[config.mk]
export PLATFORM = sky130hd
export DESIGN_NAME = fb_arbiter
export DESIGN_NICKNAME = d
export VERILOG_FILES = /design/src/rtl/vga_pkg.sv /design/src/rtl/fb_wr_fifo.sv /design/src/rtl/fb_arbiter.sv
export SDC_FILE = /design/constraint.sdc
export NUM_CORES = 1
export LEC_CHECK = 0
export BUFFER_PORTS_ARGS = -buffer_cell sky130_fd_sc_hd__buf_2
export CAP_MARGIN = 25
export CORE_MARGIN = 8
export CORE_UTILIZATION = 38
export DETAILED_ROUTE_END_ITERATION = 16
export PLACE_DENSITY = 0.6
export SLEW_MARGIN = 20
export SYNTH_ARGS = -nofsm -noshare
export SYNTH_HDL_FRONTEND = slang
export SYNTH_HIERARCHICAL = 1
export SYNTH_SLANG_ARGS = --single-unit
[constraint.sdc]
create_clock -name vgaclk -period 4.6 [get_ports vgaclk]
set_input_delay 0.23 -clock vgaclk [delete_from_list [all_inputs] [get_ports vgaclk]]
set_output_delay 0.23 -clock vgaclk [all_outputs]
set_load 0.02 [all_outputs]
[src/rtl/vga_pkg.sv]
// Shared VGA framebuffer types and constants.
// Used by fb_arbiter and its write FIFO.
package vga_pkg;

  localparam int PIXEL_W   = 12;
  localparam int FB_WIDTH  = 160;
  localparam int FB_HEIGHT = 120;

  typedef logic [PIXEL_W-1:0] pixel_t;

  typedef enum logic {
    IDLE,
    CLEAR
  } fb_arb_state_e;

endpackage

[src/rtl/fb_wr_fifo.sv]
// Synchronous FIFO buffering game writes for the framebuffer arbiter.
// Push is ignored when full, pop is ignored when empty.
module fb_wr_fifo #(
  parameter int W     = 27,
  parameter int DEPTH = 4
) (
  input  logic         clk,
  input  logic         rst,
  input  logic         push,
  input  logic [W-1:0] din,
  input  logic         pop,
  output logic [W-1:0] dout,
  output logic         full,
  output logic         empty
);

  localparam int AW = $clog2(DEPTH);

  logic [W-1:0]  mem_q [DEPTH];
  logic [AW-1:0] wptr_q;
  logic [AW-1:0] rptr_q;
  logic [AW:0]   cnt_q;
  logic          do_push;
  logic          do_pop;

  assign full    = (cnt_q == (AW+1)'(DEPTH));
  assign empty   = (cnt_q == '0);
  assign do_push = push && !full;
  assign do_pop  = pop && !empty;
  assign dout    = mem_q[rptr_q];

  always_ff @(posedge clk) begin
    if (rst) begin
      wptr_q <= '0;
      rptr_q <= '0;
      cnt_q  <= '0;
    end else begin
      if (do_push) wptr_q <= wptr_q + 1'b1;
      if (do_pop)  rptr_q <= rptr_q + 1'b1;
      cnt_q <= cnt_q + (AW+1)'(do_push)
                     - (AW+1)'(do_pop);
    end
  end

  always_ff @(posedge clk) begin
    if (do_push) mem_q[wptr_q] <= din;
  end

endmodule

[src/rtl/fb_arbiter.sv]
// Framebuffer RAM port scheduler: display read > clear > FIFO write.
// Define FB_ARB_STATS_EN to add the stall_cnt output.
module fb_arbiter
  import vga_pkg::*;
#(
  parameter int ADDR_W   = 15,
  parameter int DATA_W   = 12,
  parameter int FB_WORDS = 19200,
  parameter int DEPTH    = 4
) (
  input  logic              vgaclk,
  input  logic              rst,
  input  logic              disp_req,
  input  logic [ADDR_W-1:0] disp_addr,
  output logic              disp_valid,
  output logic [DATA_W-1:0] disp_data,
  input  logic              wr_valid,
  input  logic [ADDR_W-1:0] wr_addr,
  input  logic [DATA_W-1:0] wr_data,
  output logic              wr_ready,
  input  logic              clr_start,
  input  logic [DATA_W-1:0] clr_color,
  output logic              clr_busy,
  output logic              clr_done,
  output logic              mem_en,
  output logic              mem_we,
  output logic [ADDR_W-1:0] mem_addr,
  output logic [DATA_W-1:0] mem_wdata,
  input  logic [DATA_W-1:0] mem_rdata
`ifdef FB_ARB_STATS_EN
  ,
  output logic [15:0]       stall_cnt
`endif
);

  localparam int FW = ADDR_W + DATA_W;
  localparam logic [ADDR_W-1:0] LAST =
    ADDR_W'(FB_WORDS - 1);

  fb_arb_state_e     state_q, state_d;
  logic [ADDR_W-1:0] ptr_q, ptr_d;
  logic [DATA_W-1:0] color_q, color_d;
  logic              done_q, done_d;
  logic              dvalid_q;

  logic [FW-1:0]     head;
  logic              f_full;
  logic              f_empty;
  logic              push;
  logic              pop;

  assign wr_ready   = !f_full && !rst;
  assign push       = wr_valid && wr_ready;
  assign clr_busy   = (state_q == CLEAR);
  assign clr_done   = done_q;
  assign disp_valid = dvalid_q;
  assign disp_data  = dvalid_q ? mem_rdata : '0;

  fb_wr_fifo #(
    .W     (FW),
    .DEPTH (DEPTH)
  ) u_fifo (
    .clk   (vgaclk),
    .rst   (rst),
    .push  (push),
    .din   ({wr_addr, wr_data}),
    .pop   (pop),
    .dout  (head),
    .full  (f_full),
    .empty (f_empty)
  );

  always_comb begin
    state_d   = state_q;
    ptr_d     = ptr_q;
    color_d   = color_q;
    done_d    = 1'b0;
    pop       = 1'b0;
    mem_en    = 1'b0;
    mem_we    = 1'b0;
    mem_addr  = '0;
    mem_wdata = '0;
    if (!rst) begin
      if (disp_req) begin
        mem_en   = 1'b1;
        mem_addr = disp_addr;
      end else if (state_q == CLEAR) begin
        mem_en    = 1'b1;
        mem_we    = 1'b1;
        mem_addr  = ptr_q;
        mem_wdata = color_q;
        ptr_d     = ptr_q + 1'b1;
        if (ptr_q == LAST) begin
          state_d = IDLE;
          ptr_d   = '0;
          done_d  = 1'b1;
        end
      end else if (!f_empty) begin
        // FIFO only drains outside a clear so queued writes land last
        mem_en    = 1'b1;
        mem_we    = 1'b1;
        mem_addr  = head[FW-1:DATA_W];
        mem_wdata = head[DATA_W-1:0];
        pop       = 1'b1;
      end
      if (state_q == IDLE && clr_start) begin
        state_d = CLEAR;
        ptr_d   = '0;
        color_d = clr_color;
      end
    end
  end

  always_ff @(posedge vgaclk) begin
    if (rst) begin
      state_q  <= IDLE;
      ptr_q    <= '0;
      color_q  <= '0;
      done_q   <= 1'b0;
      dvalid_q <= 1'b0;
    end else begin
      state_q  <= state_d;
      ptr_q    <= ptr_d;
      color_q  <= color_d;
      done_q   <= done_d;
      dvalid_q <= disp_req;
    end
  end

`ifdef FB_ARB_STATS_EN
  logic [15:0] stall_q;

  always_ff @(posedge vgaclk) begin
    if (rst) begin
      stall_q <= '0;
    end else if (wr_valid && !wr_ready
                 && stall_q != 16'hFFFF) begin
      stall_q <= stall_q + 16'd1;
    end
  end

  assign stall_cnt = stall_q;
`endif

endmodule

Yosys cells after proc, flatten, opt, wreduce, memory -nomap -nowiden
Memory sizes are Yosys's and may differ from the RTL's. A register that Yosys moved wholly into a read port is not among the register bits.
Index checks and enable logic that the tools add are counted.
{ "totals": {"regBits": 37, "ram_bits": 108, "inputBits": 71, "out_inout_bits": 45, "elab_cells": 59, "mem_count": 1} }
{ "classes": {"addsub": 5, "n_eq_ne": 3, "muxes": 28, "bitwise": 2, "n_reduce_logical": 12} }
{ "mem_list": {"columns": ["memory", "words", "width", "read_ports", "rd_clocked_by_memory_dff", "write_ports", "line_no", "text"], "rows": [
  ["u_fifo.mem_q", 4, 27, 1, 1, 1, "fb_wr_fifo.sv:19", "logic [W-1:0] mem_q [DEPTH];"]
]} }
{ "op_table": {"columns": ["op", "count"], "rows": [
  ["2-to-1 mux 15 bit", 5],
  ["2-to-1 mux 12 bit", 5],
  ["2-to-1 mux 1 bit", 16],
  ["adder 15 x 1 -> 15 bit, second input constant", 1],
  ["== test 15 bit, second input constant", 1],
  ["logical AND 1 bit", 5],
  ["adder 2 x 1 -> 2 bit, second input constant", 2],
  ["2-to-1 mux 2 bit", 2],
  ["adder 3 x 1 -> 3 bit", 1],
  ["== test 3 bit, second input constant", 1],
  ["logical NOT 1 bit", 3],
  ["logical NOT 3 bit", 1],
  ["OR reduction 3 bit", 1],
  ["subtractor 3 x 1 -> 3 bit", 1],
  ["inequality test 2 x 1 -> 1 bit, second input constant", 1],
  ["inverter 1 bit", 2],
  ["AND reduction 2 bit", 1],
  ["OR reduction 2 bit", 1]
]} }

Logic depth before layout (Yosys ltp)
Gate-level depths: netlist (run 1).
{ "depth": {"word_depth": 8, "ltp_mapped": 13, "depth_no_buf": 13} }

By module
The synthesis (run 1) kept the hierarchy.
{ "modules_own_cells": {"columns": ["mod", "n_inst", "cells_per_inst", "area_each_um2", "seq_area_each_um2"], "rows": [
  ["fb_wr_fifo", 1, 192, 4425.5, 3423.3],
  ["fb_arbiter", 1, 220, 1864.3, 600.6]
]} }

Least setup slack after synthesis (run 1)
OpenSTA, ideal clock, no wires.
{ "synth_path": {"path_kind": "flip-flop to flip-flop", "start": "register u_fifo.cnt_q[2]", "end": "register u_fifo.cnt_q[2]", "setup_time_ps": 125, "arrival_time_ps": 2571, "required_time_ps": 4475, "slack_ps": 1904, "stages_incl_launch_ff": 14, "n_path_buf": 0, "synth_period_minus_slack_ps": 2696, "cell_sequence": "dfxtp_1 > nor3b_2 > nor2_1 > and2_1 > inv_1 > nor2_1 > inv_1 > ha_1 > inv_1 > ha_1 > fa_1 > xnor2_1 > xnor2_1 > nor2_1"} }
{ "synth_between": {"elab_chain_len": 7, "word_cells_on_any_way": 14, "classes_between": "add/sub (2); eq/ne (1); mux (4); reduce/logical (7)"} }
{ "synth_rtl": {"columns": ["item", "line_no", "text"], "rows": [
  ["start, declared", "fb_wr_fifo.sv:22", "logic [AW:0] cnt_q;"],
  ["start signal, assigned", "fb_wr_fifo.sv:40", "cnt_q <= cnt_q + (AW+1)'(do_push)"],
  ["== test 3 bit", "fb_wr_fifo.sv:26", "assign full = (cnt_q == (AW+1)'(DEPTH));"],
  ["via f_full", "fb_arbiter.sv:47", "logic f_full;"],
  ["logical NOT 1 bit", "fb_arbiter.sv:52", "assign wr_ready = !f_full && !rst;"],
  ["logical AND 1 bit", "fb_arbiter.sv:52", null],
  ["via wr_ready", "fb_arbiter.sv:20", "output logic wr_ready,"],
  ["logical AND 1 bit", "fb_arbiter.sv:53", "assign push = wr_valid && wr_ready;"],
  ["via push", "fb_arbiter.sv:49", "logic push;"],
  ["logical AND 1 bit", "fb_wr_fifo.sv:28", "assign do_push = push && !full;"],
  ["adder 3 x 1 -> 3 bit", "fb_wr_fifo.sv:40", null],
  ["subtractor 3 x 1 -> 3 bit", "fb_wr_fifo.sv:41", "- (AW+1)'(do_pop);"]
]} }
The timed path passes the listed nets, and every way through them passes these cells.
A chain may end at the register's enable or synchronous reset.

Worst setup path in the final report (run 1)
{ "layout_path": {"start": "register u_fifo.cnt_q[1]", "end": "register u_fifo.cnt_q[2]"} }
{ "layout_between": {"elab_chain_len": 7, "word_cells_on_any_way": 14, "classes_between": "add/sub (2); eq/ne (1); mux (4); reduce/logical (7)"} }
{ "layout_rtl": {"columns": ["item", "line_no"], "rows": [
  ["== test 3 bit", "fb_wr_fifo.sv:26"],
  ["via f_full", "fb_arbiter.sv:47"],
  ["logical NOT 1 bit", "fb_arbiter.sv:52"],
  ["logical AND 1 bit", "fb_arbiter.sv:52"],
  ["logical AND 1 bit", "fb_arbiter.sv:53"],
  ["via push", "fb_arbiter.sv:49"],
  ["logical AND 1 bit", "fb_wr_fifo.sv:28"],
  ["adder 3 x 1 -> 3 bit", "fb_wr_fifo.sv:40"],
  ["subtractor 3 x 1 -> 3 bit", "fb_wr_fifo.sv:41"]
]} }
The timed path passes the listed nets, and every way through them passes these cells.

==> summary.md, run 1 <==
| Metric | Value |
|---|---|
| Status | finished, final reports clean |
| Row count | 47 |
| Seq pwr share | 48.7% |
| Slew Limit Fails | 0 |
| First DRT Iteration DRCs | 331 |
| CTS Sinks | 147 |
| Leakage power | 0.00282 uW |
| GPL Wtd Cong | 0.790 |
| Peak supply drop | 273 uV |
| Clock skew | 0.00648 ns |
| Logic gate share of total power | 11.2% |
| DR vias | 3861 |
| Pre-antenna DRT Iters | 6 |
| CP max FO | 6 |
| Post-layout min period | 2.67 ns |
| Final total power | 3140 uW |
| Port-buffer cells | 115 |
| Root buf cell | clkbuf_16 |
| Grt total ovfl | 0 |
| Max-slew headroom | 34.0% |
| GRT Max-Usage Layer | met2 |
| RSZ-0062 raised after global routing | no |
| Warnings from Yosys | 6 |
| Critical path arrival | 2.96 ns |
| Postcts setup bufs | 0 |
| Switching portion of total power | 24.4% |
| Critical path class | reg2reg |
| Post-synth EDFFs | 108 |
| Final design utilization | 46.3% |
| Cell Pwr Density | 413 nW/um^2 |
| First-pass GRT wire length | 21600 microns |
| Detail Route Antenna Nets | 0 |
| Maximum clock path buffer count | 2 |
| Synth cell types | 47 |
| Clock share of power | 40.1% |
| Fraction of registers with async set/reset | 0% |
| Die Y | 145 microns |
| Pin count of the biggest net entering global routing | 33 |
| Final setup fails | 0 |
| Later-pin clock latency in the skew report | 0.42 ns |
| FF+latch area | 4030 sq um |
| Mapped Nets | 491 |
| Cell Area, Synth | 6290 sq um |
| Antenna violations before repair | 2 |
| Max Clk Rate | 374 MHz |
| Fin nets | 613 |
| Post-CTS resize count | 0 |
| Layout cells sized above 1 | 37.5% |
| Switching power total | 767 uW |
| Hold Path Class | in2reg |
| P&R area growth vs syn | 20.9% |
| WL per Instance | 18.8 microns |
| Syn avg cell area | 15.3 sq um |
| Vias in the first global route | 3981 |
| Vias/cell | 5.03 |
| Met2 GRT Util | 23.5% |
| Layout fillers | 1445 |
| Placeable Area | 16400 sq um |
| WL final | 14400 microns |
| Starting density of the core | 38.3% |
| Seq/Total Area, Yosys | 64.0% |
| Post-synth top flop | edfxtp_1 |
| CTS tree | done |
| Clock-pin slew on the worst setup and hold paths | 0.06 ns |
| Area of the multi-input gates | 2010 sq um |
| H-tree Lvls | 4 |
| Final Hold Fails | 0 |
| Cells after Synth | 412 |
| Total track usage | 14.1% |
| M1 GR Usage | 16.6% |
| Hold Buf Count CTS | 0 |
| Die width | 145 microns |
| Worst Max-Slew Pin Slew | 0.989 ns |
| I/O pins | 116 |
| Number of remaining DRC errors | 0 |
| GRT met3 Usage | 4.53% |
| Max Cap Violations | 0 |
| CTS Buf Count | 17 |
| WP data required | 4.88 ns |
| Cell-internal power | 2370 uW |
| Setup TNS | 0 ns |
| Fin crit share | 58.1% |
| DP HPWL | 9810 microns |
| Crit. End Element | flop |
| CP Launch Type | flop |
| Die area | 20900 sq um |
| #FFs+latches synth | 147 |
layout by cell type, fill, tap and decap left out, types with 2 or more instances in the layout:
| cell type | Yosys | layout |
|---|---|---|
| buf_2 | 6 | 115 |
| edfxtp_1 | 108 | 108 |
| dfxtp_1 | 39 | 38 |
| nand2_1 | 31 | 31 |
| inv_1 | 24 | 24 |
| mux4_2 | 20 | 20 |
| a21oi_1 | 17 | 17 |
| and2_1 | 17 | 17 |
| clkbuf_16 | 0 | 17 |
| xnor2_1 | 14 | 14 |
| a222oi_1 | 13 | 13 |
| nor2_2 | 11 | 12 |
| a22o_1 | 12 | 12 |
| nor2_1 | 13 | 12 |
| nor3_1 | 7 | 7 |
| ha_1 | 7 | 7 |
| buf_4 | 0 | 7 |
| mux4_1 | 7 | 7 |
| nor4_2 | 6 | 6 |
| clkinv_2 | 0 | 5 |
| nor2b_1 | 4 | 4 |
| nand4_1 | 4 | 4 |
| nand3_1 | 4 | 4 |
| clkinvlp_4 | 0 | 4 |
| and3_1 | 3 | 3 |
| nand2b_1 | 3 | 3 |
| xor2_1 | 3 | 3 |
| diode_2 | 0 | 2 |
| o21ai_1 | 2 | 2 |
| clkinv_4 | 0 | 2 |
| o21ai_0 | 2 | 2 |
| or3_1 | 2 | 2 |
power groups by stage:
stage	Sequential, uW	Combinational [uW]	Clock [uW]
after global routing	1540	385	1340
final	1530	353	1260
after floorplan	1540	240	0
after CTS	1530	352	1280
after global placement	1560	341	0
after detailed placement	1560	349	0
state kept, by name (all words and copies together), names as in the netlist, named ones only:
name	cells
u_fifo/mem_q	108
ptr_q	15
color_q	12
u_fifo/cnt_q	3
u_fifo/rptr_q	2
u_fifo/wptr_q	2
clr_busy	1
clr_done	1
disp_valid	1
path summary, 6_finish.rpt:
kind	from	end	slack [ns]	cells past startpoint
worst max-delay path	u_fifo/cnt_q[1]	u_fifo/cnt_q[2]	1.93	13
worst min-delay path	wr_data[1]	u_fifo/mem_q[1][1]	0.03	1
worst min register to register	color_q[8]	color_q[8]	0.46	2
worst max register to register	u_fifo/cnt_q[1]	u_fifo/cnt_q[2]	1.93	13
synth_stat cells, types with 2 or more instances:
library cell | number | share of area [%]
a21oi_1 | 17 | 1.4
a222oi_1 | 13 | 2.1
a22o_1 | 12 | 1.7
and2_1 | 17 | 1.7
and3_1 | 3 | 0.30
buf_12 | 2 | 0.64
buf_2 | 6 | 0.48
buf_6 | 7 | 1.3
clkbuf_1 | 6 | 0.36
dfxtp_1 | 39 | 12
edfxtp_1 | 108 | 52
ha_1 | 7 | 1.4
inv_1 | 24 | 1.4
mux4_1 | 7 | 2.9
mux4_2 | 20 | 7.2
nand2_1 | 31 | 1.8
nand2b_1 | 3 | 0.30
nand3_1 | 4 | 0.32
nand4_1 | 4 | 0.40
nor2_1 | 13 | 0.78
nor2_2 | 11 | 1.1
nor2b_1 | 4 | 0.40
nor3_1 | 7 | 0.56
nor4_2 | 6 | 1.2
o21ai_0 | 2 | 0.16
o21ai_1 | 2 | 0.16
or3_1 | 2 | 0.20
xnor2_1 | 14 | 1.9
xor2_1 | 3 | 0.42
cell families (layout without fill, tap and decap cells):
| logic type | count (synthesis) | in the layout | synth area share [%] |
|---|---|---|---|
| AND/OR/NAND/NOR | 118 | 118 | 11.6 |
| AO/OA/AOI/OAI | 49 | 49 | 5.99 |
| buffers and inverters | 45 | 179 | 4.16 |
| XOR/XNOR | 17 | 17 | 2.37 |
| flip-flops | 147 | 147 | 64.0 |
| other | 0 | 2 | 0 |
| multiplexers | 28 | 28 | 10.2 |
| adder cells (fa/ha/maj) | 8 | 8 | 1.71 |
critical path, stage by stage, from the launching register on:
cell and delay [ns]:
dfxtp_1 0.45, nor3b_2 0.11, nor2_1 0.11, and2_1 0.14, inv_1 0.05, nor2_1 0.27, inv_1 0.09, ha_1 0.28
inv_1 0.04, ha_1 0.20, fa_1 0.41, xnor2_1 0.20, xnor2_1 0.14, nor2_1 0.05
cell type report:
cell class | count | area share, %
antenna | 2 | 0.0658
clock buffer | 17 | 5.60
clock inverter | 14 | 1.51
inverter | 24 | 1.18
multi-input combinational | 220 | 26.4
sequential | 147 | 52.9
tap | 220 | 3.62
timing repair buffer | 124 | 8.67
metal layers:
| layer | vias to the layer above | part of all wire (%) |
|---|---|---|
| li1 | 1815 | - |
| met1 | 1928 | 41 |
| met5 | - | 0 |
| met2 | 109 | 51 |
| met3 | 9 | 6.3 |
| met4 | 0 | 0.88 |
through the flow:
step | worst slack (ns) | area [sq um] | cells | hold slack [ns]
6_report | 1.93 | 7600 | 768 | 0.0278
5_1_grt | 1.68 | 7600 | 768 | 0.00428
4_1_cts | 1.61 | 7570 | 764 | 0.00907
3_5_place_dp | 1.79 | 7030 | 733 | 0.450
3_3_place_gp | 1.95 | 7020 | 732 | 0.442
2_1_floorplan | 1.90 | 6290 | 412 | 0.329
Power figures use the tool's default switching activity.
==> inputs of run 2 (changes only) <==
--- a/config.mk
+++ b/config.mk
@@ -5,12 +5,13 @@
 export SDC_FILE = /design/constraint.sdc
 export NUM_CORES = 1
 export LEC_CHECK = 0
+export ABC_AREA = 1
 export BUFFER_PORTS_ARGS = -buffer_cell sky130_fd_sc_hd__buf_2
 export CAP_MARGIN = 25
 export CORE_MARGIN = 8
 export CORE_UTILIZATION = 38
 export DETAILED_ROUTE_END_ITERATION = 16
-export PLACE_DENSITY = 0.6
+export PLACE_DENSITY = 0.62
 export SLEW_MARGIN = 20
 export SYNTH_ARGS = -nofsm -noshare
 export SYNTH_HDL_FRONTEND = slang
==> constraint.sdc (replaced) <==
create_clock -name vgaclk -period 2.45 [get_ports vgaclk]
set_input_delay 0.1225 -clock vgaclk [delete_from_list [all_inputs] [get_ports vgaclk]]
set_output_delay 0.1225 -clock vgaclk [all_outputs]
set_load 0.02 [all_outputs]
==> run 2 against run 1 <==
Compared with the run above: via count increased by 31%; sequential power increased by 85%; cell count increased by 36%; die area increased by 2.6%; global-route usage increased by 1.5 points; design area increased by 8.5%; synthesized cell count increased by 59%; utilization increased by 3.2 points; synthesized area increased by 2.9%; critical endpoint is now mem_addr[7].
==> summary.md, run 2 <==
| Metric | Value |
|---|---|
| Max Clk Rate | 448 MHz |
| Warnings from Yosys | 6 (unchanged) |
| Layout fillers | 1544 (was 1445) |
| Most flop-heavy register | u_fifo/mem_q (unchanged) |
| GPL Wtd Cong | 0.822 (was 0.790) |
| Clock skew | 0.00633 ns (was 0.00648 ns) |
| Clock-pin slew on the worst setup and hold paths | 0.06 ns (about the same) |
| Port-buffer cells | 115 (unchanged) |
| Cell Pwr Density | 738 nW/um^2 (was 413 nW/um^2) |
| CTS Buf Count | 17 (unchanged) |
| Post-layout min period | 2.23 ns |
| Critical path arrival | 2.11 ns (was 2.96 ns) |
| Placed Cells | 976 (was 733) |
| Later-pin clock latency in the skew report | 0.42 ns (about the same) |
| Vias in the first global route | 5040 (was 3981) |
| Placeable Area | 16600 sq um (was 16400 sq um) |
| Grt total ovfl | 0 (unchanged) |
| Post-synth top flop | edfxtp_1 (unchanged) |
| WL final | 16600 microns (was 14400 microns) |
| Synth cell types | 35 (was 47) |
| CTS tree | done (unchanged) |
| RSZ-0062 raised after global routing | no (unchanged) |
| Post-synth EDFFs | 108 (unchanged) |
| Fin nets | 893 (was 613) |
| Final design utilization | 49.6% (was 46.3%) |
| Slew Limit Fails | 0 (unchanged) |
| Antenna violations before repair | 0 (was 2) |
| Biggest regs | u_fifo/mem_q x108, ptr_q x15, color_q x12 (unchanged) |
| Largest register FFs | 108 (unchanged) |
| Hold_sp | clr_start (was wr_data[1]) |
| FF-to-FF Start | u_fifo/cnt_q[1] (unchanged) |
| Number of remaining DRC errors | 0 (unchanged) |
| Pin count of the biggest net entering global routing | 55 (was 33) |
| Peak supply drop | 463 uV (was 273 uV) |
| I/O pins | 116 (unchanged) |
| P&R area growth vs syn | 27.5% (was 20.9%) |
| Fraction of registers with async set/reset | 0% (unchanged) |
| R2R cell count | 11 (was 13) |
| CP Launch Type | flop (unchanged) |
| Starting density of the core | 38.9% (was 38.3%) |
| Fin crit share | 91.0% |
| Root buf cell | clkbuf_16 (unchanged) |
| CP Launch Point | u_fifo/cnt_q[1] (unchanged) |
| First-pass GRT wire length | 26600 microns (was 21600 microns) |
| DP HPWL | 11200 microns (was 9810 microns) |
| Max Cap Violations | 0 (unchanged) |
| Most common cell after layout, fill and taps aside | nor2_1 (was buf_2) |
| Mapped Nets | 733 (was 491) |
| Detail Route Antenna Nets | 0 (unchanged) |
| Critical path class | reg2out (was reg2reg) |
| CP max FO | 29 (was 6) |
| Maximum clock path buffer count | 2 (unchanged) |
| First DRT Iteration DRCs | 313 (was 331) |
| Synth top area share | 50.1% (was 51.6%) |
| Die area | 21500 sq um (was 20900 sq um) |
| H-tree Lvls | 4 (unchanged) |
| Critical path cell sequence | nor2_1 > nand2_1 > inv_1 > inv_1 > nand3_1 > inv_2 > buf_4 > nand2_1 > o311ai_0 > buf_2 (was nor3b_2 > nor2_1 > and2_1 > inv_1 > nor2_1 > inv_1 > ha_1 > inv_1 > ha_1 > fa_1 > xnor2_1 > xnor2_1 > nor2_1) |
| Final total power | 6090 uW (was 3140 uW) |
| Total track usage | 15.6% (was 14.1%) |
| Worst Max-Slew Pin Slew | 0.421 ns (was 0.989 ns) |
| CTS Sinks | 147 (unchanged) |
| Syn avg cell area | 9.90 sq um (was 15.3 sq um) |
| Layout cells sized above 1 | 22.5% (was 37.5%) |
| Slowest-stage cell, CP | dfxtp_1 (unchanged) |
| Row count | 47 (unchanged) |
| Hold Path Depth | 3 (was 1) |
| WL per Instance | 15.9 microns (was 18.8 microns) |
| Cells after Synth | 654 (was 412) |
| Die width | 147 microns (was 145 microns) |
| Slowest Stage Delay on Critical Path | 0.36 ns (was 0.45 ns) |
| Inserted Diodes | 0 (was 2) |
| Hold slack | 0.0134 ns (was 0.0278 ns) |
| Leakage power | 0.00336 uW (was 0.00282 uW) |
| Final non-filler cell total | 1047 (was 768) |
| Cell Area, Synth | 6470 sq um (was 6290 sq um) |
| Commonest non-fill, non-tap cells in the layout | nor2_1, nand2_1, buf_2 (was buf_2, edfxtp_1, dfxtp_1) |
| Status | finished, final reports clean (unchanged) |
| FF-to-FF End | u_fifo/cnt_q[2] (unchanged) |
| DR vias | 5063 (was 3861) |
| WP data required | 2.33 ns (was 4.88 ns) |
| Synth top cells by count | nor2_1, nand2_1, edfxtp_1 (was edfxtp_1, dfxtp_1, nand2_1) |
| Area contributors post-synth | edfxtp_1, dfxtp_1, nor2_1 (was edfxtp_1, dfxtp_1, mux4_2) |
| Die Y | 147 microns (was 145 microns) |
| Seq/Total Area, Yosys | 62.2% (was 64.0%) |
| Crit. End Element | primary output (was flop) |
| Final setup fails | 0 (unchanged) |
| Final Hold Fails | 0 (unchanged) |
| Reg2Reg Setup Slack | 0.26 ns (was 1.93 ns) |
| Hold Path End | clr_busy (was u_fifo/mem_q[1][1]) |
| Top-count cell post-synth | nor2_1 (was edfxtp_1) |
| #FFs+latches synth | 147 (unchanged) |
| Max-slew headroom | 72.0% (was 34.0%) |
| Vias/cell | 4.84 (was 5.03) |
| Synth area leader | edfxtp_1 (unchanged) |
| Hold Path Class | in2reg (unchanged) |
| Pre-antenna DRT Iters | 4 (was 6) |
-- run 2: cell types whose count changed after synthesis, sizes merged, moves of 13 or more --
cell	change
nor2	+106
nand2	+86
o21ai	+65
nand3	+32
inv	+30
mux4	-27
o22ai	+27
and2	-16
xnor2	-14
a222oi	-13
-- run 2: worst max-delay path by stage --
stage | endpoint | cells past startpoint
finish | mem_addr[7] | 10
global route | mem_addr[4] | 10
CTS | mem_addr[9] | 6
detailed placement | u_fifo/cnt_q[2] | 11
global placement | u_fifo/cnt_q[2] | 11
floorplan | u_fifo/mem_q[0][0] | 6
-- run 2: cells by family (layout without fill, tap and decap cells) --
group	after synthesis	in the layout	synth area share [%]
adders and majority gates	8	8	1.66
DFF	147	147	62.2
and+or+nand+nor	296	296	19.0
xor gates and xnor gates	6	6	0.812
buffers and inverters	84	257	6.75
AOI/OAI and AO/OA	113	113	9.63
-- run 2: power breakdown --
group	internal, uW	switching, uW	total (uW)
Combinational	244	416	660
Sequential	2790	45.3	2830
Clock	1540	1050	2590
-- run 2: stage by stage --
stage                     setup TNS, ns  setup WS, ns  area, sq um
after floorplan                  -29.93        -0.277         6470
after global placement                0         0.261         7260
after detailed placement              0         0.201         7260
after CTS                             0         0.157         8240
after global routing                  0        0.0139         8250
final                                 0         0.219         8250
-- run 2: what timing repair did --
action / in CTS / in global routing
endpoints found under the setup margin: 0 / 2
hold buffers: 39 / 0
setup buffers: 0 / 0
endpoints found under the hold margin: 120 / 0
resized for setup: 0 / 2
-- run 2: worst max-delay path: cells and delay by family (launching register included) --
family	cells	cell delay, ns
DFF	1	0.36
and+or+nand+nor	4	0.45
buffers and inverters	5	0.75
AOI/OAI and AO/OA	1	0.12
-- run 2: area by class of cell --
class	instances	area [sq um]	share of cell area, %
multi-input combinational	423	2030	24.6
clock buffer	19	443	5.37
sequential	147	4030	48.8
clock inverter	13	148	1.79
timing repair buffer	170	1110	13.5
inverter	55	219	2.65
tap	220	275	3.34
-- run 2: routing by layer --
metal  vias to the layer above  share of wire [%]  track usage [%]
met3                        12                4.3             4.48
met4                         0               0.67             3.86
li1                       2547                  -                -
met2                       120                 49             26.6
met5                         -                  0                0
met1                      2384                 46             19.1
